File: config.mk
export PLATFORM = sky130hd
export DESIGN_NAME = timestamp_capture
export DESIGN_NICKNAME = d
export VERILOG_FILES = /design/src/rtl/timestamp_capture.sv
export SDC_FILE = /design/constraint.sdc
export NUM_CORES = 1
export LEC_CHECK = 0
export ABC_AREA = 0
export BUFFER_PORTS_ARGS = -buffer_cell sky130_fd_sc_hd__buf_4
export CAP_MARGIN = 25
export CORE_MARGIN = 4
export CORE_UTILIZATION = 55
export CTS_CLUSTER_DIAMETER = 30
export DETAILED_ROUTE_END_ITERATION = 7
export HOLD_SLACK_MARGIN = 0.12
export PLACE_DENSITY = 0.88
export SLEW_MARGIN = 20
export SYNTH_ARGS = -nofsm -noshare
export SYNTH_HDL_FRONTEND = slang
export SYNTH_SLANG_ARGS = --single-unit
File: constraint.sdc
create_clock -name clk -period 11.79 [get_ports clk]
set_clock_uncertainty 0.05 [all_clocks]
set_input_delay 0.5895 -clock clk [delete_from_list [all_inputs] [get_ports clk]]
set_output_delay 0.5895 -clock clk [all_outputs]
set_load 0.02 [all_outputs]
File: src/rtl/timestamp_capture.sv
`default_nettype none
// ============================================================================
// Module   : timestamp_capture
// Brief    : Synchronises an event line, captures {overflow, count} on each
//            rising edge into a first-word-fall-through FIFO, counts drops.
// Revision : 1.0  initial release
// ============================================================================
module timestamp_capture #(
    parameter int W           = 32,
    parameter int DEPTH       = 4,
    parameter int SYNC_STAGES = 2
) (
    input  logic                   clk,
    input  logic                   reset,
    input  logic                   event_in,
    input  logic [W-1:0]           count,
    input  logic                   overflow,
    input  logic                   out_ready,
    input  logic                   drop_clr,
    output logic                   out_valid,
    output logic [W-1:0]           out_data,
    output logic                   out_ovf,
    output logic [$clog2(DEPTH):0] level,
    output logic [7:0]             drop_cnt
);
    localparam int C_PW = $clog2(DEPTH);
    localparam int C_LW = C_PW + 1;
    localparam logic [C_LW-1:0] C_FULL = C_LW'(DEPTH);

    logic [SYNC_STAGES-1:0] sync_q, sync_d;
    logic [SYNC_STAGES-1:0] vld_q, vld_d;
    logic                   hist_q, hist_d;
    logic                   armed_q, armed_d;
    logic [W:0]             mem_q [DEPTH];
    logic [W:0]             mem_d [DEPTH];
    logic [C_PW-1:0]        wr_ptr_q, wr_ptr_d;
    logic [C_PW-1:0]        rd_ptr_q, rd_ptr_d;
    logic [C_LW-1:0]        level_q, level_d;
    logic                   out_valid_q, out_valid_d;
    logic [W-1:0]           out_data_q, out_data_d;
    logic                   out_ovf_q, out_ovf_d;
    logic [7:0]             drop_cnt_q, drop_cnt_d;

    logic w_cap, w_pop, w_full, w_push, w_drop, w_mem_nonempty, w_load;

    // vld tracks which sync stages hold real samples rather than reset zeros,
    // so an input held high through reset is not mistaken for a rising edge.
    assign w_cap          = sync_q[SYNC_STAGES-1] & ~hist_q & armed_q;
    assign w_pop          = out_valid_q & out_ready;
    assign w_full         = (level_q == C_FULL);
    assign w_push         = w_cap & (~w_full | w_pop);
    assign w_drop         = w_cap & w_full & ~w_pop;
    assign w_mem_nonempty = (level_q != C_LW'(out_valid_q));
    assign w_load         = w_mem_nonempty & (~out_valid_q | w_pop);

    always_comb begin
        sync_d  = {sync_q[SYNC_STAGES-2:0], event_in};
        vld_d   = {vld_q[SYNC_STAGES-2:0], 1'b1};
        hist_d  = sync_q[SYNC_STAGES-1];
        armed_d = armed_q | (vld_q[SYNC_STAGES-1] & ~sync_q[SYNC_STAGES-1]);
    end

    // The head lives in the output register; the array holds the rest.
    always_comb begin
        mem_d = mem_q;
        if (w_push) begin
            mem_d[wr_ptr_q] = {overflow, count};
        end
        wr_ptr_d    = wr_ptr_q + C_PW'(w_push);
        rd_ptr_d    = rd_ptr_q + C_PW'(w_load);
        level_d     = level_q + C_LW'(w_push) - C_LW'(w_pop);
        out_valid_d = w_load | (out_valid_q & ~w_pop);
        out_data_d  = out_data_q;
        out_ovf_d   = out_ovf_q;
        if (w_load) begin
            {out_ovf_d, out_data_d} = mem_q[rd_ptr_q];
        end
    end

    always_comb begin
        drop_cnt_d = drop_cnt_q;
        if (drop_clr) begin
            drop_cnt_d = w_drop ? 8'd1 : 8'd0;
        end else if (w_drop && (drop_cnt_q != 8'hFF)) begin
            drop_cnt_d = drop_cnt_q + 8'd1;
        end
    end

    always_ff @(posedge clk or posedge reset) begin
        if (reset) begin
            sync_q      <= '0;
            vld_q       <= '0;
            hist_q      <= 1'b0;
            armed_q     <= 1'b0;
            wr_ptr_q    <= '0;
            rd_ptr_q    <= '0;
            level_q     <= '0;
            out_valid_q <= 1'b0;
            out_data_q  <= '0;
            out_ovf_q   <= 1'b0;
            drop_cnt_q  <= '0;
        end else begin
            sync_q      <= sync_d;
            vld_q       <= vld_d;
            hist_q      <= hist_d;
            armed_q     <= armed_d;
            wr_ptr_q    <= wr_ptr_d;
            rd_ptr_q    <= rd_ptr_d;
            level_q     <= level_d;
            out_valid_q <= out_valid_d;
            out_data_q  <= out_data_d;
            out_ovf_q   <= out_ovf_d;
            drop_cnt_q  <= drop_cnt_d;
        end
    end

    always_ff @(posedge clk) begin
        mem_q <= mem_d;
    end

    assign out_valid = out_valid_q;
    assign out_data  = out_data_q;
    assign out_ovf   = out_ovf_q;
    assign level     = level_q;
    assign drop_cnt  = drop_cnt_q;

endmodule
`default_nettype wire

==> parameters.txt, run 1 <==
Parameter                              Value

Outcome
  Status ... completed

Pwr
  Post-layout total power ... between 2000 and 2500 uW
  P per Cell Area ... around 240 nW/um^2
  Share of total power in sequential cells ... 46.8%
  Peak supply drop ... ~210 uV
  Clock network fraction of total power ... 26.9%
  Net Sw Power ... between 500 and 600 uW
  Comb power frac ... roughly a quarter
  Static leakage ... ~0.0031 uW
  P_int ... ~1500 uW
  Net switching share of the total power ... ~28%

Clock network
  Post-CTS Hold Fix Bufs ... 0
  Clock network latency to the later pin of the worst-skew pair ... a little over 0.4 ns
  Post_cts resized ... 0
  Library cell used as clock root buffer ... sky130_fd_sc_hd__clkbuf_16
  Clock slew at reported path FFs ... ~0.060 ns
  Count of clock tree sinks ... 187
  Max H-tree Level ... 4
  TritonCTS clock tree ... built
  Post-CTS Setup Repair Bufs ... 0
  Largest buffer count on any clock path ... 2
  Number of buffers created by CTS ... 17

Yosys
  Simple-Gate Fraction of Synth Area ... around 3.1%
  Combinational family with the most area after synthesis ... multiplexers
  Most instantiated flip-flop cell in the synthesis netlist ... sky130_fd_sc_hd__edfxtp_1
  Adder-cell share of the synthesized area ... around 1.2%
  Synthesis Warnings ... 0
  Proportion of synthesized chip area in sequential cells ... 76.2%
  Cells after synthesis ... roughly 340
  Fraction of synthesized area in multiplexers ... ~16%
  Number of enable-type register cells in the synthesized netlist ... approximately 130
  Async set-reset flop share out of synthesis ... about 30%
  Synth Area in XOR/XNOR ... less than 1%
  Total standard cell area after synthesis ... about 7000 sq um
  Post-Syn Nets ... just under 400
  Post-synthesis register bit count ... ~190
  Synthesized-area fraction occupied by ao, oa, aoi and oai cells ... between 1 and 1.5%
  Average size of a mapped cell ... between 20 and 25 sq um
  Distinct cell type count after synthesis ... 36

Floorplan
  Die outline area ... between 10000 and 15000 sq um
  Top-level I/O count ... 83
  Chip width ... between 100 and 150 microns
  Die height ... ~120 microns
  Placement row count ... 40
  Placeable core area ... 12300 sq um
  Initial Utilization ... 57.2%

Drt
  Remaining DRCs ... 0
  Number of vias after detailed routing ... 3492
  Number of nets with antenna violations after detailed routing ... 0
  Total Routed Length ... 12600 microns
  Avg Vias per Cell ... ~5.7
  Starting DRT DRC Count ... 260
  First drt pass iteration count ... 4
  Avg WL per Cell ... 20.5 microns

Setup path
  Critical path capture point ... level[2]
  Arr. time, crit path ... ~2.8 ns
  Worst Setup End Kind ... flip-flop
  Critical path type ... reg -> reg
  Critical path required time ... roughly 12 ns
  Start point of the critical path ... out_valid
  Critical register-to-register path startpoint ... out_valid
  Length in cells of the worst reg-to-reg path ... 9
  R2R setup slack ... between 9 and 10 ns
  Destination of the worst register-to-register timing path ... level[2]
  Kind of start point of the critical path ... flip-flop
  Maximum net fanout on the critical path ... 5

Global routing
  Number of global-route vias before repair ... between 3k and 4k
  Overflow left after global routing ... 0
  GR Util All Layers ... a little under a fifth
  Antenna violations before repair ... 0
  Global-route wire length before repair ... 20200 microns
  Pin count of the biggest net entering global routing ... 56

Timing
  Slew at the pin closest to its max-slew limit ... between 0.8 and 0.9 ns
  Fmax ... between 0.4 and 0.5 GHz
  Number of max-slew violations in the final report ... 0
  Final setup fails ... 0
  Unrepaired setup endpoints after global routing ... no
  Worst rel slew slack ... a little over two fifths
  Final sum of negative setup slack ... 0 ns
  Minimum period implied by the final worst setup slack ... between 2 and 2.5 ns
  Final Hold Fails ... 0
  Final Cycle Share ... roughly a fifth

Place
  Placed wire-length estimate after detailed placement ... 7640 microns
  Placed instance area ... about 7900 sq um
  Count of buffers inserted at the top-level ports ... between 80 and 90
  Gpl congestion ... roughly 0.76

Cells and area
  Net count of the finished layout ... ~480
  Antenna cell count ... 0
  Area delta synth->final ... 20.5%
  Total non-filler cell area in the finished layout ... 8450 sq um
  Fraction of layout cells with a size suffix above 1 ... roughly 43%

Run
  Number of violations of the max-capacitance limit ... 0

Hold path
  Worst min-delay path class ... in -> reg
## worst max-delay path, stage by stage, from the launching register on
cell	delay, ns
sky130_fd_sc_hd__dfrtp_1	0.46
sky130_fd_sc_hd__and2_1	0.27
sky130_fd_sc_hd__nor2_1	0.07
sky130_fd_sc_hd__or2_2	0.34
sky130_fd_sc_hd__ha_1	0.29
sky130_fd_sc_hd__inv_1	0.04
sky130_fd_sc_hd__ha_1	0.18
sky130_fd_sc_hd__fa_1	0.38
sky130_fd_sc_hd__xnor2_1	0.19
sky130_fd_sc_hd__xnor2_1	0.13
## how the worst min path moves through the flow
stage / start / end / slack [ns] / cells past startpoint
after floorplan: sync_q[0] / sync_q[1] / 0.28 / 0
after global placement: vld_q[0] / vld_q[1] / 0.28 / 0
after detailed placement: sync_q[0] / sync_q[1] / 0.29 / 0
after CTS: event_in / sync_q[0] / 0.21 / 1
after global routing: event_in / sync_q[0] / 0.21 / 1
final: event_in / sync_q[0] / 0.23 / 1
## placed cells by master, fill, tap and decap left out, types with 2 or more instances in the layout
cell / n
sky130_fd_sc_hd__or3_1: 2
sky130_fd_sc_hd__nand2_1: 3
sky130_fd_sc_hd__clkbuf_8: 3
sky130_fd_sc_hd__dfrtp_1: 53
sky130_fd_sc_hd__a21oi_1: 7
sky130_fd_sc_hd__mux2_2: 34
sky130_fd_sc_hd__clkbuf_16: 17
sky130_fd_sc_hd__edfxtp_1: 132
sky130_fd_sc_hd__nor2b_1: 3
sky130_fd_sc_hd__ha_1: 5
sky130_fd_sc_hd__bufinv_16: 2
sky130_fd_sc_hd__clkbuf_1: 5
sky130_fd_sc_hd__mux4_2: 33
sky130_fd_sc_hd__xnor2_1: 2
sky130_fd_sc_hd__and2_1: 2
sky130_fd_sc_hd__nand3b_1: 2
sky130_fd_sc_hd__or4_1: 3
sky130_fd_sc_hd__clkinv_2: 3
sky130_fd_sc_hd__nor2_1: 5
sky130_fd_sc_hd__nor3b_2: 2
sky130_fd_sc_hd__o21ai_0: 2
sky130_fd_sc_hd__nand3_1: 3
sky130_fd_sc_hd__buf_4: 86
sky130_fd_sc_hd__nor3_1: 2
sky130_fd_sc_hd__inv_1: 7
sky130_fd_sc_hd__nand4_1: 2
sky130_fd_sc_hd__xor2_1: 3
sky130_fd_sc_hd__o31ai_1: 4
## flip-flops by register name (all words and copies together) (netlist names)
| register | flops |
|---|---|
| out_valid | 1 |
| hist_q | 1 |
| armed_q | 1 |
| out_ovf | 1 |
| vld_q | 2 |
| level | 3 |
| rd_ptr_q | 2 |
| wr_ptr_q | 2 |
| mem_q | 132 |
| drop_cnt | 8 |
| out_data | 32 |
| sync_q | 2 |
## stage by stage
step	worst slack [ns]	instances	util (%)	hold slack, ns
finish	9.32	614	68.9	0.234
CTS	9.32	614	68.9	0.214
global route	9.16	614	68.9	0.211
global placement	9.21	580	63.8	0.283
floorplan	7.47	342	-	0.281
detailed placement	9.15	582	64.2	0.292
## synth_stat cells, types with 2 or more instances
cell                       number  area share (%)
sky130_fd_sc_hd__edfxtp_1     132              57
sky130_fd_sc_hd__dfrtp_1       55              20
sky130_fd_sc_hd__mux2_2        34             5.5
sky130_fd_sc_hd__mux4_2        33              11
sky130_fd_sc_hd__clkbuf_1       9            0.48
sky130_fd_sc_hd__a21oi_1        8            0.57
sky130_fd_sc_hd__inv_1          8            0.43
sky130_fd_sc_hd__ha_1           5            0.89
sky130_fd_sc_hd__nor2_1         5            0.27
sky130_fd_sc_hd__buf_1          4            0.21
sky130_fd_sc_hd__o31ai_1        4            0.43
sky130_fd_sc_hd__nand2_1        3            0.16
sky130_fd_sc_hd__nand3_1        3            0.21
sky130_fd_sc_hd__nor2b_1        3            0.27
sky130_fd_sc_hd__nor3_1         3            0.21
sky130_fd_sc_hd__or4_1          3            0.32
sky130_fd_sc_hd__xor2_1         3            0.38
sky130_fd_sc_hd__and2_1         2            0.18
sky130_fd_sc_hd__buf_2          2            0.14
sky130_fd_sc_hd__nand3b_1       2            0.21
sky130_fd_sc_hd__nand4_1        2            0.18
sky130_fd_sc_hd__nor3b_1        2            0.21
sky130_fd_sc_hd__o21ai_0        2            0.14
sky130_fd_sc_hd__or3_1          2            0.18
sky130_fd_sc_hd__xnor2_1        2            0.25
## final cells by class
class | count | area (sq um)
clock inverters | 7 | 91.3
inverters | 8 | 30.0
flip-flops and latches | 187 | 5350
clock buffers | 25 | 485
fillers | 755 | 3820
repair buffers | 88 | 688
multi-input cells | 131 | 1600
well taps | 168 | 210
## power by group through the flow
stage	clock network (uW)	logic [uW]	registers (uW)
6_report	547	534	950
3_3_place_gp	0	510	954
5_1_grt	591	571	973
2_1_floorplan	0	313	970
3_5_place_dp	0	537	966
4_1_cts	556	543	955
## per-layer routing
layer  up-vias  share of wire [%]  wire length, microns  track usage, %
met5         -                  0                     0               0
met4         0               0.42                    53            4.89
met3         7                6.6                   828            5.59
met2       133                 51                  6420            30.1
met1      1827                 42                  5260            25.2
li1       1525                  -                     -               -
## kinds of logic after synthesis
kind of cell / Yosys count
buf+inv: 24
compound gates: 16
mux: 67
simple gates: 36
other cells: 1
flops: 187
xor+xnor: 5
fa+ha+maj: 6
Power figures use the tool's default switching activity.
==> run 2: changes to the inputs <==
==> constraint.sdc (replaced) <==
create_clock -name clk -period 2.35 [get_ports clk]
set_clock_uncertainty 0.05 [all_clocks]
set_input_delay 0.1175 -clock clk [delete_from_list [all_inputs] [get_ports clk]]
set_output_delay 0.1175 -clock clk [all_outputs]
set_load 0.02 [all_outputs]
==> run 2 against run 1 <==
  * Utilization grew 4.1 points
  * Hold slack lost 0.049 ns
  * Register-to-register slack lost 9.2 ns
  * Wire length grew 3.1%
  * Total power grew to 5.1 times the previous value
  * Maximum frequency grew 11%
  * Critical path depth is the same
  * Cell area grew 5.9%
  * Sequential power grew to 4.8 times the previous value
  * Worst setup slack lost 9.2 ns
  * Critical endpoint unchanged
==> parameters.txt, run 2 (synthesis gave the netlist of run 1 again) <==
Parameter                              Value

Floorplan
  Top-level I/O count ... 83 (unchanged)
  Die outline area ... 14600 sq um (unchanged)
  Initial Utilization ... 57.2% (unchanged)
  Placement row count ... 40 (unchanged)
  Die height ... 121 microns (unchanged)
  Chip width ... 121 microns (unchanged)
  Placeable core area ... 12300 sq um (unchanged)

Clock network
  TritonCTS clock tree ... built (unchanged)
  Clock network latency to the later pin of the worst-skew pair ... 0.42 ns (was 0.41 ns)
  Clock slew at reported path FFs ... 0.07 ns (was 0.06 ns)
  Count of clock tree sinks ... 187 (unchanged)
  Number of buffers created by CTS ... 17 (unchanged)
  Max H-tree Level ... 4 (unchanged)
  Library cell used as clock root buffer ... sky130_fd_sc_hd__clkbuf_16 (unchanged)
  Largest buffer count on any clock path ... 2 (unchanged)

Setup path
  Critical Path Most Common Cell ... sky130_fd_sc_hd__ha_1
  Critical register-to-register path startpoint ... level[0] (was out_valid)
  Delay-heaviest family, CP ... simple AND/OR/NAND/NOR gates (was adder cells)
  Critical path type ... reg -> reg (unchanged)
  Buffering stage count on the worst path with inverters included ... 1 (unchanged)
  Maximum net fanout on the critical path ... 5 (unchanged)
  Destination of the worst register-to-register timing path ... level[2] (unchanged)
  Slowest cell on crit path ... sky130_fd_sc_hd__dfrtp_2 (was sky130_fd_sc_hd__dfrtp_1)
  Length in cells of the worst reg-to-reg path ... 9 (unchanged)
  R2R setup slack ... 0.12 ns (was 9.32 ns)
  Largest stage delay on the critical path ... 0.43 ns (was 0.46 ns)
  Worst Setup End Kind ... flip-flop (unchanged)
  Crit path cell chain ... or3b_4 > nor2_1 > or2_4 > ha_1 > inv_1 > ha_1 > fa_2 > xnor2_2 > xnor2_1 (was and2_1 > nor2_1 > or2_2 > ha_1 > inv_1 > ha_1 > fa_1 > xnor2_1 > xnor2_1)
  Arr. time, crit path ... 2.48 ns (was 2.76 ns)
  Critical path required time ... 2.60 ns (was 12.08 ns)
  Kind of start point of the critical path ... flip-flop (unchanged)

Cells and area
  Antenna cell count ... 0 (unchanged)
  Total non-filler cell area in the finished layout ... 8940 sq um (was 8450 sq um)
  Reg with most FFs ... mem_q (unchanged)
  Most common cell after layout, fill and taps aside ... sky130_fd_sc_hd__edfxtp_1 (unchanged)
  Fraction of layout cells with a size suffix above 1 ... 43.6% (was 43.3%)
  Max reg flops ... 132 (unchanged)
  Net count of the finished layout ... 522 (was 477)
  Commonest cells after routing, fill and taps aside ... 132 x sky130_fd_sc_hd__edfxtp_1, 92 x sky130_fd_sc_hd__buf_4, 50 x sky130_fd_sc_hd__dfrtp_1, 36 x sky130_fd_sc_hd__dlygate4sd3_1, 34 x sky130_fd_sc_hd__mux2_2 (was 132 x sky130_fd_sc_hd__edfxtp_1, 86 x sky130_fd_sc_hd__buf_4, 53 x sky130_fd_sc_hd__dfrtp_1, 34 x sky130_fd_sc_hd__mux2_2, 33 x sky130_fd_sc_hd__mux4_2)
  Area delta synth->final ... 27.6% (was 20.5%)

Global routing
  Antenna violations before repair ... 0 (unchanged)
  GR Util All Layers ... 18.9% (was 18.7%)
  Overflow left after global routing ... 0 (unchanged)
  Number of global-route vias before repair ... 3933 (was 3701)
  Pin count of the biggest net entering global routing ... 34 (was 56)
  Global-route wire length before repair ... 20700 microns (was 20200 microns)

Timing
  Post-route worst hold slack ... 0.185 ns (was 0.234 ns)
  Final Worst Setup Slack ... 0.123 ns (was 9.32 ns)
  Final setup fails ... 0 (unchanged)
  Fmax ... 0.449 GHz (was 0.404 GHz)
  Minimum period implied by the final worst setup slack ... 2.23 ns (was 2.47 ns)
  Unrepaired setup endpoints after global routing ... no (unchanged)
  Worst rel slew slack ... 56.6% (was 42.7%)
  Final Cycle Share ... 94.8% (was 21.0%)
  Slew at the pin closest to its max-slew limit ... 0.649 ns (was 0.860 ns)
  Final Hold Fails ... 0 (unchanged)
  Final sum of negative setup slack ... 0 ns (unchanged)
  Number of max-slew violations in the final report ... 0 (unchanged)

Pwr
  Static leakage ... 0.00330 uW (was 0.00310 uW)
  Peak supply drop ... 714 uV (was 211 uV)
  P per Cell Area ... 1160 nW/um^2 (was 241 nW/um^2)

Hold path
  Worst min-delay path class ... in -> async (was in -> reg)

Drt
  Number of nets with antenna violations after detailed routing ... 0 (unchanged)
  Starting DRT DRC Count ... 246 (was 260)
  Avg WL per Cell ... 19.7 microns (was 20.5 microns)
  First drt pass iteration count ... 4 (unchanged)
  Number of vias after detailed routing ... 3619 (was 3492)
  Total Routed Length ... 13000 microns (was 12600 microns)
  Avg Vias per Cell ... 5.49 (was 5.69)
  Remaining DRCs ... 0 (unchanged)

Place
  Gpl congestion ... 0.791 (was 0.764)
  Placed wire-length estimate after detailed placement ... 8150 microns (was 7640 microns)
  Placed instance area ... 7970 sq um (was 7870 sq um)
  Post-Place Worst Slack ... 0.120 ns (was 9.15 ns)
  Count of buffers inserted at the top-level ports ... 82 (unchanged)

Run
  Number of violations of the max-capacitance limit ... 0 (unchanged)

Outcome
  Status ... completed (unchanged)
==> run 2: per-layer routing <==
layer,share of wire [%],global-route usage [%]
met5,0,0
met4,1.1,5.81
met3,4.5,5.13
met2,53,32.1
met1,42,24.1
==> run 2: final cells by class <==
cell class,instances,area (sq um)
Clock buffer,18,439
Clock inverter,14,138
Fill cell,696,3320
Inverter,8,30.0
Multi-Input combinational cell,131,1630
Sequential cell,187,5350
Tap cell,168,210
Timing Repair Buffer,133,1150
==> run 2: worst max path at each step <==
stage,depth (start not counted),endpoint,from,slack (ns)
6_report,9,level[2],level[0],0.12
5_1_grt,9,level[2],level[0],0.02
4_1_cts,9,level[2],level[0],0.08
3_5_place_dp,9,level[2],level[0],0.12
3_3_place_gp,9,level[2],level[0],0.20
2_1_floorplan,6,mem_q[66],out_valid,-0.14
==> run 2: where the power goes <==
part / total, uW / switching (uW) / internal (uW)
sequential: 4520 / 351 / 4160
combinational: 3130 / 1480 / 1650
clock: 2750 / 1240 / 1510
total: 10400 / 3060 / 7330
==> run 2: stage by stage <==
| stage | instances | total power [uW] | utilization [%] |
|---|---|---|---|
| global placement | 588 | 7500 | 65.0 |
| floorplan | 342 | 6480 | - |
| finish | 659 | 10400 | 72.9 |
| global route | 659 | 10900 | 72.9 |
| CTS | 656 | 10400 | 72.7 |
| detailed placement | 588 | 7640 | 65.0 |
==> run 2: timing repair <==
action,in CTS,in global routing
endpoints found under the setup margin,0,1
hold buffers,36,0
hold endpoints to repair,196,0
resized for setup,0,4
buffers inserted,0,3
==> run 2: tightest hold or removal path, stage by stage <==
cell and delay, ns:
sky130_fd_sc_hd__dlygate4sd3_1 0.54, sky130_fd_sc_hd__buf_4 0.14, sky130_fd_sc_hd__inv_2 0.28
